$ cat src/rtl/crop_inference_scheduler.sv
// crop_inference_scheduler: shares one CNN engine across NUM_CROPS crop streams.
// Crops are served in index order; per-crop results are banked, one AXIS beat per frame.
//
// Ports:
//   clk, reset                     clock, async active-high reset
//   crop_valid[NUM_CROPS]          crop i ready to stream (level)
//   s_axis_*                       per-crop pixel streams (crop i at [i*PIX_W +: PIX_W])
//   eng_ap_start / eng_ap_ready    engine start pulse / engine can accept a start
//   eng_s_axis_*                   pixels to engine
//   eng_m_axis_*                   per-crop result from engine
//   m_axis_tdata/tuser/tvalid      frame beat: bank, {err_mask, frame_cnt}
//   crop_idx                       crop currently owning the engine
//   overflow_cnt                   frames dropped while the output slot was busy (saturating)
//
// Optional build macro SCHED_TIMEOUT_EN: result watchdog of TIMEOUT_CYCLES.
// A crop that times out gets a zero result and its err_mask bit set.
// Without the macro the scheduler waits forever for each result and err_mask is 0.

module crop_inference_scheduler #(
  parameter int NUM_CROPS      = 3,
  parameter int PIX_W          = 8,
  parameter int CROP_PIXELS    = 400,
  parameter int RESULT_W       = 160,
  parameter int FRAME_CNT_W    = 16,
  parameter int TIMEOUT_CYCLES = 65535
) (
  input  logic                            clk,
  input  logic                            reset,
  input  logic [NUM_CROPS-1:0]            crop_valid,
  input  logic [NUM_CROPS-1:0]            s_axis_tvalid,
  output logic [NUM_CROPS-1:0]            s_axis_tready,
  input  logic [NUM_CROPS*PIX_W-1:0]      s_axis_tdata,
  output logic                            eng_ap_start,
  input  logic                            eng_ap_ready,
  output logic                            eng_s_axis_tvalid,
  input  logic                            eng_s_axis_tready,
  output logic [PIX_W-1:0]                eng_s_axis_tdata,
  input  logic                            eng_m_axis_tvalid,
  output logic                            eng_m_axis_tready,
  input  logic [RESULT_W-1:0]             eng_m_axis_tdata,
  output logic                            m_axis_tvalid,
  input  logic                            m_axis_tready,
  output logic [NUM_CROPS*RESULT_W-1:0]   m_axis_tdata,
  output logic [NUM_CROPS+FRAME_CNT_W-1:0] m_axis_tuser,
  output logic [$clog2(NUM_CROPS)-1:0]    crop_idx,
  output logic [15:0]                     overflow_cnt
);

  localparam int IDX_W = $clog2(NUM_CROPS);
  localparam int CNT_W = (CROP_PIXELS > 1) ? $clog2(CROP_PIXELS) : 1;
  localparam logic [IDX_W-1:0] LAST_IDX  = IDX_W'(NUM_CROPS - 1);
  localparam logic [CNT_W-1:0] LAST_BEAT = CNT_W'(CROP_PIXELS - 1);

  if (NUM_CROPS < 2) begin : g_bad_crops
    $error("NUM_CROPS must be at least 2");
  end
  if (TIMEOUT_CYCLES < 1) begin : g_bad_tmo
    $error("TIMEOUT_CYCLES must be at least 1");
  end

  typedef enum logic [2:0] {
    S_WAIT_CROP,
    S_START,
    S_STREAM,
    S_WAIT_RESULT,
    S_PUBLISH
  } state_t;

  state_t state, state_nxt;

  logic                              eng_rdy_st;
  logic [CNT_W-1:0]                  beat_cnt;
  logic [NUM_CROPS-1:0][RESULT_W-1:0] bank;
  logic [NUM_CROPS-1:0]              err;
  logic [FRAME_CNT_W-1:0]            frame_cnt;

  logic pix_xfer;
  logic res_xfer;
  logic tmo_hit;
  logic res_done;
  logic slot_free;
  logic crop_last;

  assign pix_xfer  = (state == S_STREAM) &&
                     s_axis_tvalid[crop_idx] && eng_s_axis_tready;
  assign res_xfer  = (state == S_WAIT_RESULT) && eng_m_axis_tvalid;
  assign res_done  = res_xfer || tmo_hit;
  assign crop_last = (crop_idx == LAST_IDX);
  // The slot can take a new frame if empty or being drained this cycle.
  assign slot_free = !m_axis_tvalid || m_axis_tready;

  assign eng_s_axis_tdata = (state == S_STREAM) ?
                            s_axis_tdata[crop_idx*PIX_W +: PIX_W] : '0;

`ifdef SCHED_TIMEOUT_EN
  localparam int TMO_W = $clog2(TIMEOUT_CYCLES + 1);

  logic [TMO_W-1:0] tmo_cnt;

  // tmo_cnt holds the number of WAIT_RESULT cycles already spent.
  assign tmo_hit = (state == S_WAIT_RESULT) && !eng_m_axis_tvalid &&
                   (tmo_cnt == TMO_W'(TIMEOUT_CYCLES - 1));

  always_ff @(posedge clk or posedge reset) begin
    if (reset) begin
      tmo_cnt <= '0;
    end else if ((state == S_WAIT_RESULT) && !res_done) begin
      tmo_cnt <= tmo_cnt + TMO_W'(1);
    end else begin
      tmo_cnt <= '0;
    end
  end

  always_ff @(posedge clk or posedge reset) begin
    if (reset) begin
      err <= '0;
    end else if (res_done) begin
      err[crop_idx] <= tmo_hit;
    end
  end
`else
  assign tmo_hit = 1'b0;
  assign err     = '0;
`endif

  always_comb begin
    state_nxt         = state;
    eng_ap_start      = 1'b0;
    eng_s_axis_tvalid = 1'b0;
    s_axis_tready     = '0;
    eng_m_axis_tready = 1'b0;
    unique case (state)
      S_WAIT_CROP: begin
        if (crop_valid[crop_idx] && eng_rdy_st) state_nxt = S_START;
      end
      S_START: begin
        eng_ap_start = 1'b1;
        state_nxt    = S_STREAM;
      end
      S_STREAM: begin
        eng_s_axis_tvalid       = s_axis_tvalid[crop_idx];
        s_axis_tready[crop_idx] = eng_s_axis_tready;
        if (pix_xfer && (beat_cnt == LAST_BEAT)) state_nxt = S_WAIT_RESULT;
      end
      S_WAIT_RESULT: begin
        eng_m_axis_tready = 1'b1;
        if (res_done) state_nxt = crop_last ? S_PUBLISH : S_WAIT_CROP;
      end
      S_PUBLISH: begin
        state_nxt = S_WAIT_CROP;
      end
      default: begin
        state_nxt = S_WAIT_CROP;
      end
    endcase
  end

  always_ff @(posedge clk or posedge reset) begin
    if (reset) begin
      state <= S_WAIT_CROP;
    end else begin
      state <= state_nxt;
    end
  end

  // Engine-ready latch: a ready seen in the start cycle keeps the latch set.
  always_ff @(posedge clk or posedge reset) begin
    if (reset) begin
      eng_rdy_st <= 1'b1;
    end else if (eng_ap_ready) begin
      eng_rdy_st <= 1'b1;
    end else if (eng_ap_start) begin
      eng_rdy_st <= 1'b0;
    end
  end

  always_ff @(posedge clk or posedge reset) begin
    if (reset) begin
      beat_cnt <= '0;
    end else if (pix_xfer) begin
      beat_cnt <= (beat_cnt == LAST_BEAT) ? '0 : beat_cnt + CNT_W'(1);
    end
  end

  always_ff @(posedge clk or posedge reset) begin
    if (reset) begin
      crop_idx <= '0;
      bank     <= '0;
    end else if (state == S_PUBLISH) begin
      crop_idx <= '0;
    end else if (res_done) begin
      bank[crop_idx] <= res_xfer ? eng_m_axis_tdata : '0;
      if (!crop_last) crop_idx <= crop_idx + IDX_W'(1);
    end
  end

  always_ff @(posedge clk or posedge reset) begin
    if (reset) begin
      frame_cnt    <= '0;
      overflow_cnt <= '0;
      m_axis_tdata <= '0;
      m_axis_tuser <= '0;
    end else if (state == S_PUBLISH) begin
      frame_cnt <= frame_cnt + FRAME_CNT_W'(1);
      if (slot_free) begin
        m_axis_tdata <= bank;
        m_axis_tuser <= {err, frame_cnt};
      end else if (overflow_cnt != 16'hFFFF) begin
        overflow_cnt <= overflow_cnt + 16'd1;
      end
    end
  end

  always_ff @(posedge clk or posedge reset) begin
    if (reset) begin
      m_axis_tvalid <= 1'b0;
    end else if ((state == S_PUBLISH) && slot_free) begin
      m_axis_tvalid <= 1'b1;
    end else if (m_axis_tvalid && m_axis_tready) begin
      m_axis_tvalid <= 1'b0;
    end
  end

endmodule

$ cat config.mk
export PLATFORM = sky130hd
export DESIGN_NAME = crop_inference_scheduler
export DESIGN_NICKNAME = d
export VERILOG_FILES = /design/src/rtl/crop_inference_scheduler.sv
export SDC_FILE = /design/constraint.sdc
export NUM_CORES = 2
export LEC_CHECK = 0
export BUFFER_PORTS_ARGS = -buffer_cell sky130_fd_sc_hd__buf_2
export CORE_AREA = 2 2 281 283
export DETAILED_ROUTE_END_ITERATION = 6
export DIE_AREA = 0 0 283 285
export PLACE_DENSITY = 0.79
export SYNTH_ARGS = -nofsm -noshare
export SYNTH_HDL_FRONTEND = slang
export SYNTH_SLANG_ARGS = --single-unit
$ cat constraint.sdc
create_clock -name clk -period 63.7 [get_ports clk]
set_clock_uncertainty 0.1 [all_clocks]
set_input_delay 6.37 -clock clk [delete_from_list [all_inputs] [get_ports clk]]
set_output_delay 6.37 -clock clk [all_outputs]
set_load 0.01 [all_outputs]
==> Word level (Yosys, flattened, before mapping) <==
Index checks and enable logic that the tools add are counted.
{ "op_classes": {"muxes": 28, "n_bitwise": 3, "eq_ne": 11, "shift": 1, "n_lt_le_gt_ge": 2, "add_sub_neg": 4, "n_reduce_logical": 19} }
{ "ops": {"columns": ["cell", "n"], "rows": [
  ["480-bit bitwise mux", 1],
  ["160-bit demux with 2-bit select", 1],
  ["160-bit 2-to-1 mux", 2],
  ["16-bit by 1-bit adder with 16-bit output, second input constant", 2],
  ["24-bit by 6-bit indexed part select with 8-bit output", 1],
  ["16-bit != test, second input constant", 1],
  ["3-bit 2-to-1 mux", 5],
  ["3-bit case mux with 4 select lines", 1],
  ["1-bit 2-to-1 mux", 10],
  ["9-bit by 1-bit adder with 9-bit output, second input constant", 1],
  ["9-bit equality test, second input constant", 1],
  ["9-bit 2-to-1 mux", 1],
  ["1-bit logical AND", 8],
  ["8-bit 2-to-1 mux", 1],
  ["3-bit by 2-bit equality test with 1-bit output, second input constant", 2],
  ["2-bit 2-to-1 mux", 3],
  ["2-bit AND reduction", 3],
  ["3-bit AND reduction", 2],
  ["2-bit nonzero test", 3],
  ["1-bit binary-select mux with 2-bit select", 2],
  ["2-bit by 1-bit != test with 1-bit output, second input constant", 2],
  ["2-bit != test, second input constant", 2],
  ["3-bit bitwise AND", 1],
  ["3-bit by 1-bit equality test with 1-bit output, second input constant", 1],
  ["other kinds (10)", 11]
]} }
{ "word_totals": {"wordCells": 80, "regBits": 1024, "in_bits": 196, "out_inout_bits": 532} }

==> Logic depth before layout (Yosys ltp) <==
{ "depth": {"depth_word": 7, "depth_mapped": 8, "mapped_depth_nobuf": 5} }

==> Worst setup path before layout <==
OpenSTA, ideal clock, no wires.
{ "synth_timing": {"path_kind": "input to output", "startpoint": "in s_axis_tvalid[2]", "endpoint": "out eng_s_axis_tvalid", "slack_ns": 50.198, "path_buffers": 0, "t_required_ns": 57.230, "stages": 3, "t_arrival_ns": 7.032, "cell_sequence": "mux2i_1 > a2bb2oi_1 > nor2_1"} }
{ "synth_via": {"elab_chain_cells": 3} }
{ "synth_rtl": {"columns": ["element", "line", "text"], "rows": [
  ["start: declaration", "30", "input logic [NUM_CROPS-1:0] s_axis_tvalid,"],
  ["1-bit binary-select mux with 2-bit select", "141", "eng_s_axis_tvalid = s_axis_tvalid[crop_idx];"],
  ["1-bit 2-to-1 mux (implied by the code)", "141", null],
  ["1-bit 2-to-1 mux", "132", "unique case (state)"],
  ["end: declaration", "35", "output logic eng_s_axis_tvalid,"]
]} }
No other way between the ends. The select of a mux whose other input is x is not followed.

==> Worst setup path after layout <==
Same ends and word-level chain as after synthesis.

==> results.txt <==
# Post-CTS Setup Buffers - 0
Leak - 0.0262 µW
post-CTS resize count - 0
unrepaired setup endpoints after global routing - false
DRC errors left - 0
sequential power share - 50.5%
P&R area growth vs syn - 21.1%
critical path's top delay family - compound AO/OA/AOI/OAI gates
slowest CP cell - a2bb2oi_1
overflow left after global routing - 0
syn avg cell area - 16.5 µm²
Reg-to-Reg End - m_axis_tdata[331]
CP Max Fanout - 7
TritonCTS clock tree - yes
Die Y - 285 µm
Critical Path RT - 57230 ps
Synth Area in Simple Gates - 1.71%
commonest non-fill, non-tap cell in the layout - dfrtp_1
Power Total - 1290 µW
Yosys reg bits - 1024
Sw Ratio - 21.2%
hold_buf cts - 0
clock tree sinks - 1024
Setup CP Type - in -> out
sequential share of the synthesized area - 66.4%
DIE AREA - 80700 µm²
Most common cell on crit path - buf_2
status - finished, final reports clean
Synth Cell Area - 38600 µm²
mux cell area share after synthesis - 28.9%
Reg2Reg Depth - 5
Logic pwr share - 2.2%
setup total negative slack - 0 ps
CP cell instances - buf_2, mux2i_1, a2bb2oi_1, nor2_1, buf_2
Final period util - 22.1%
worst r2r src - state[2]
Initial Util - 49.5%
final wirelength - 94400 µm
instance count on the critical path - 5
Reg2Reg Setup Slack - 59850 ps
IO buf count - 724
final hold violation count - 0
Nets - 3273
Final Wtd Congestion - 0.990
clock buffer depth - 3
Async SR Flop Fraction - 100%
total number of vias - 22300
vias in the first global route - 24500
minimum clock period - 14050 ps
crit path from - s_axis_tvalid[2]
Vias/cell - 5.29
most frequent cells in the layout - 1023 x dfrtp_1, 979 x mux2_2, 724 x buf_2, 103 x clkbuf_16, 31 x nor2_1
layout cell share with drive strength beyond 1 - 60.1%
Synth Area in Compound Gates - 0.580%
CTS clk-pin slew, worst paths - 60 ps
Synth Area in Adders - 0.194%
Internal - 1020 µW
DR iter-0 viols - 1004
Max Cap Violations - 0
latest clock arrival within the worst-skew pair - 660 ps
initial antenna violation count - 18
average wire per standard cell - 22.4 µm
final HPWL from detailed placement - 64900 µm
Tot GR Track Use - 23.3%
Slew Limit Fails - 0
number of H-tree levels - 3
Worst setup endpoint - eng_s_axis_tvalid
core box area - 78000 µm²
switching power - 275 µW
Die W - 283 µm
fmax - 71.2 MHz
largest net degree at the start of global routing - 195
# rows - 103
Max stage delay on crit path - 670 ps
Yosys cell types - 51
CTS Buf Count - 102
maximum vdd drop - 0.0220 mV
final setup fails - 0
Worst setup SP type - primary input
DR pass1 iterations - 4
largest family of logic cells by synthesized area - multiplexers
Worst EP arrival - 7580 ps
Buf/Inv on CP - 2
clock share of power - 47.3%
measured slew at the worst slew-check pin - 1120 ps
worst hold path class - reg -> reg
xor and xnor fraction of the mapped netlist area - 0.749%
first-pass GRT wire length - 146000 µm
EDFF count, synth - 0
ANT nets after route - 0
Max transition margin - 25.0%
clock root cell - clkbuf_16
PD cells - 27.7 nW/µm²
Cells after Synth - 2339
Post-synth top flop - dfrtp_1
Yosys Warn Count - 0
IO Pins - 728
Crit. End Element - primary output
## cells by family after synthesis
kind of cell | after synthesis
buffers and inverters | 128
DFF | 1024
AOI/OAI and AO/OA | 32
other | 1
xor gates and xnor gates | 33
adders and majority gates | 6
muxes | 991
and+or+nand+nor | 124
## state kept, by name, summed over array words and instances (netlist names)
register / flops
eng_rdy_st: 1
m_axis_tdata: 480
crop_idx: 2
beat_cnt: 9
frame_cnt: 16
overflow_cnt: 16
m_axis_tvalid: 1
m_axis_tuser: 16
bank: 480
state: 3
## per-stage QoR
step | util, % | area (µm²) | hold WS [ps] | setup slack, ps | std cells
2_1_floorplan | - | 38600 | 342 | 28420 | 2341
3_3_place_gp | 55.4 | 43200 | 359 | 49710 | 4017
3_5_place_dp | 55.4 | 43200 | 373 | 49680 | 4017
4_1_cts | 59.9 | 46700 | 381 | 49670 | 4203
5_1_grt | 60.0 | 46700 | 395 | 49590 | 4216
6_report | 60.0 | 46700 | 376 | 49650 | 4216
## final cells by class
class / instances / area, µm²
Antenna cell: 13 / 32.5
Clock buffer: 157 / 3020
Clock inverter: 29 / 467
Fill cell: 5828 / 31200
Inverter: 9 / 41.3
Multi-Input combinational cell: 1189 / 12400
Sequential cell: 1024 / 25600
Tap cell: 1050 / 1310
Timing Repair Buffer: 745 / 3820
## worst reg2reg max path, delay by kind of cell (launching register included)
kind | cells | cell delay (ps)
buffers and inverters | 2 | 1440
flip-flops | 1 | 530
multiplexers | 1 | 480
AND/OR/NAND/NOR | 2 | 1210
## power groups by stage
stage               Sequential, µW  Combinational [µW]  Clock (µW)
floorplan                      666                14.0           0
global placement               666                27.7           0
detailed placement             666                29.2           0
CTS                            654                29.2         625
global route                   654                32.6         653
finish                         654                28.3         613
## Yosys cell counts (all sizes together), types with 9 or more instances
cell       n  share of area, %
mux2i     12              0.31
and3      12              0.19
clkbuf    42              0.41
buf       77               1.0
inv        9             0.087
a21oi     11              0.14
nand3     17              0.22
nor2      31              0.30
dfrtp   1023                66
xnor2     15              0.34
mux2     979                29
xor2      18              0.41
nor3       9              0.13
nand2     21              0.20
## metal layers
| layer | vias up | track usage (%) | part of all wire (%) |
|---|---|---|---|
| met5 | - | 0 | 0.049 |
| met4 | 8 | 11.7 | 5.1 |
| met3 | 234 | 6.27 | 6.4 |
| met2 | 666 | 39.5 | 50 |
| met1 | 11700 | 27.6 | 38 |
| li1 | 9751 | - | - |
## worst min-delay path by stage
stage	start	endpoint	slack, ps	depth (start not counted)
after floorplan	frame_cnt[15]	frame_cnt[15]	340	1
after global placement	frame_cnt[15]	frame_cnt[15]	360	1
after detailed placement	frame_cnt[15]	frame_cnt[15]	370	1
after CTS	bank[77]	m_axis_tdata[77]	380	1
after global routing	frame_cnt[15]	frame_cnt[15]	400	1
final	frame_cnt[15]	frame_cnt[15]	380	1
(Power assumes the default switching activity.)
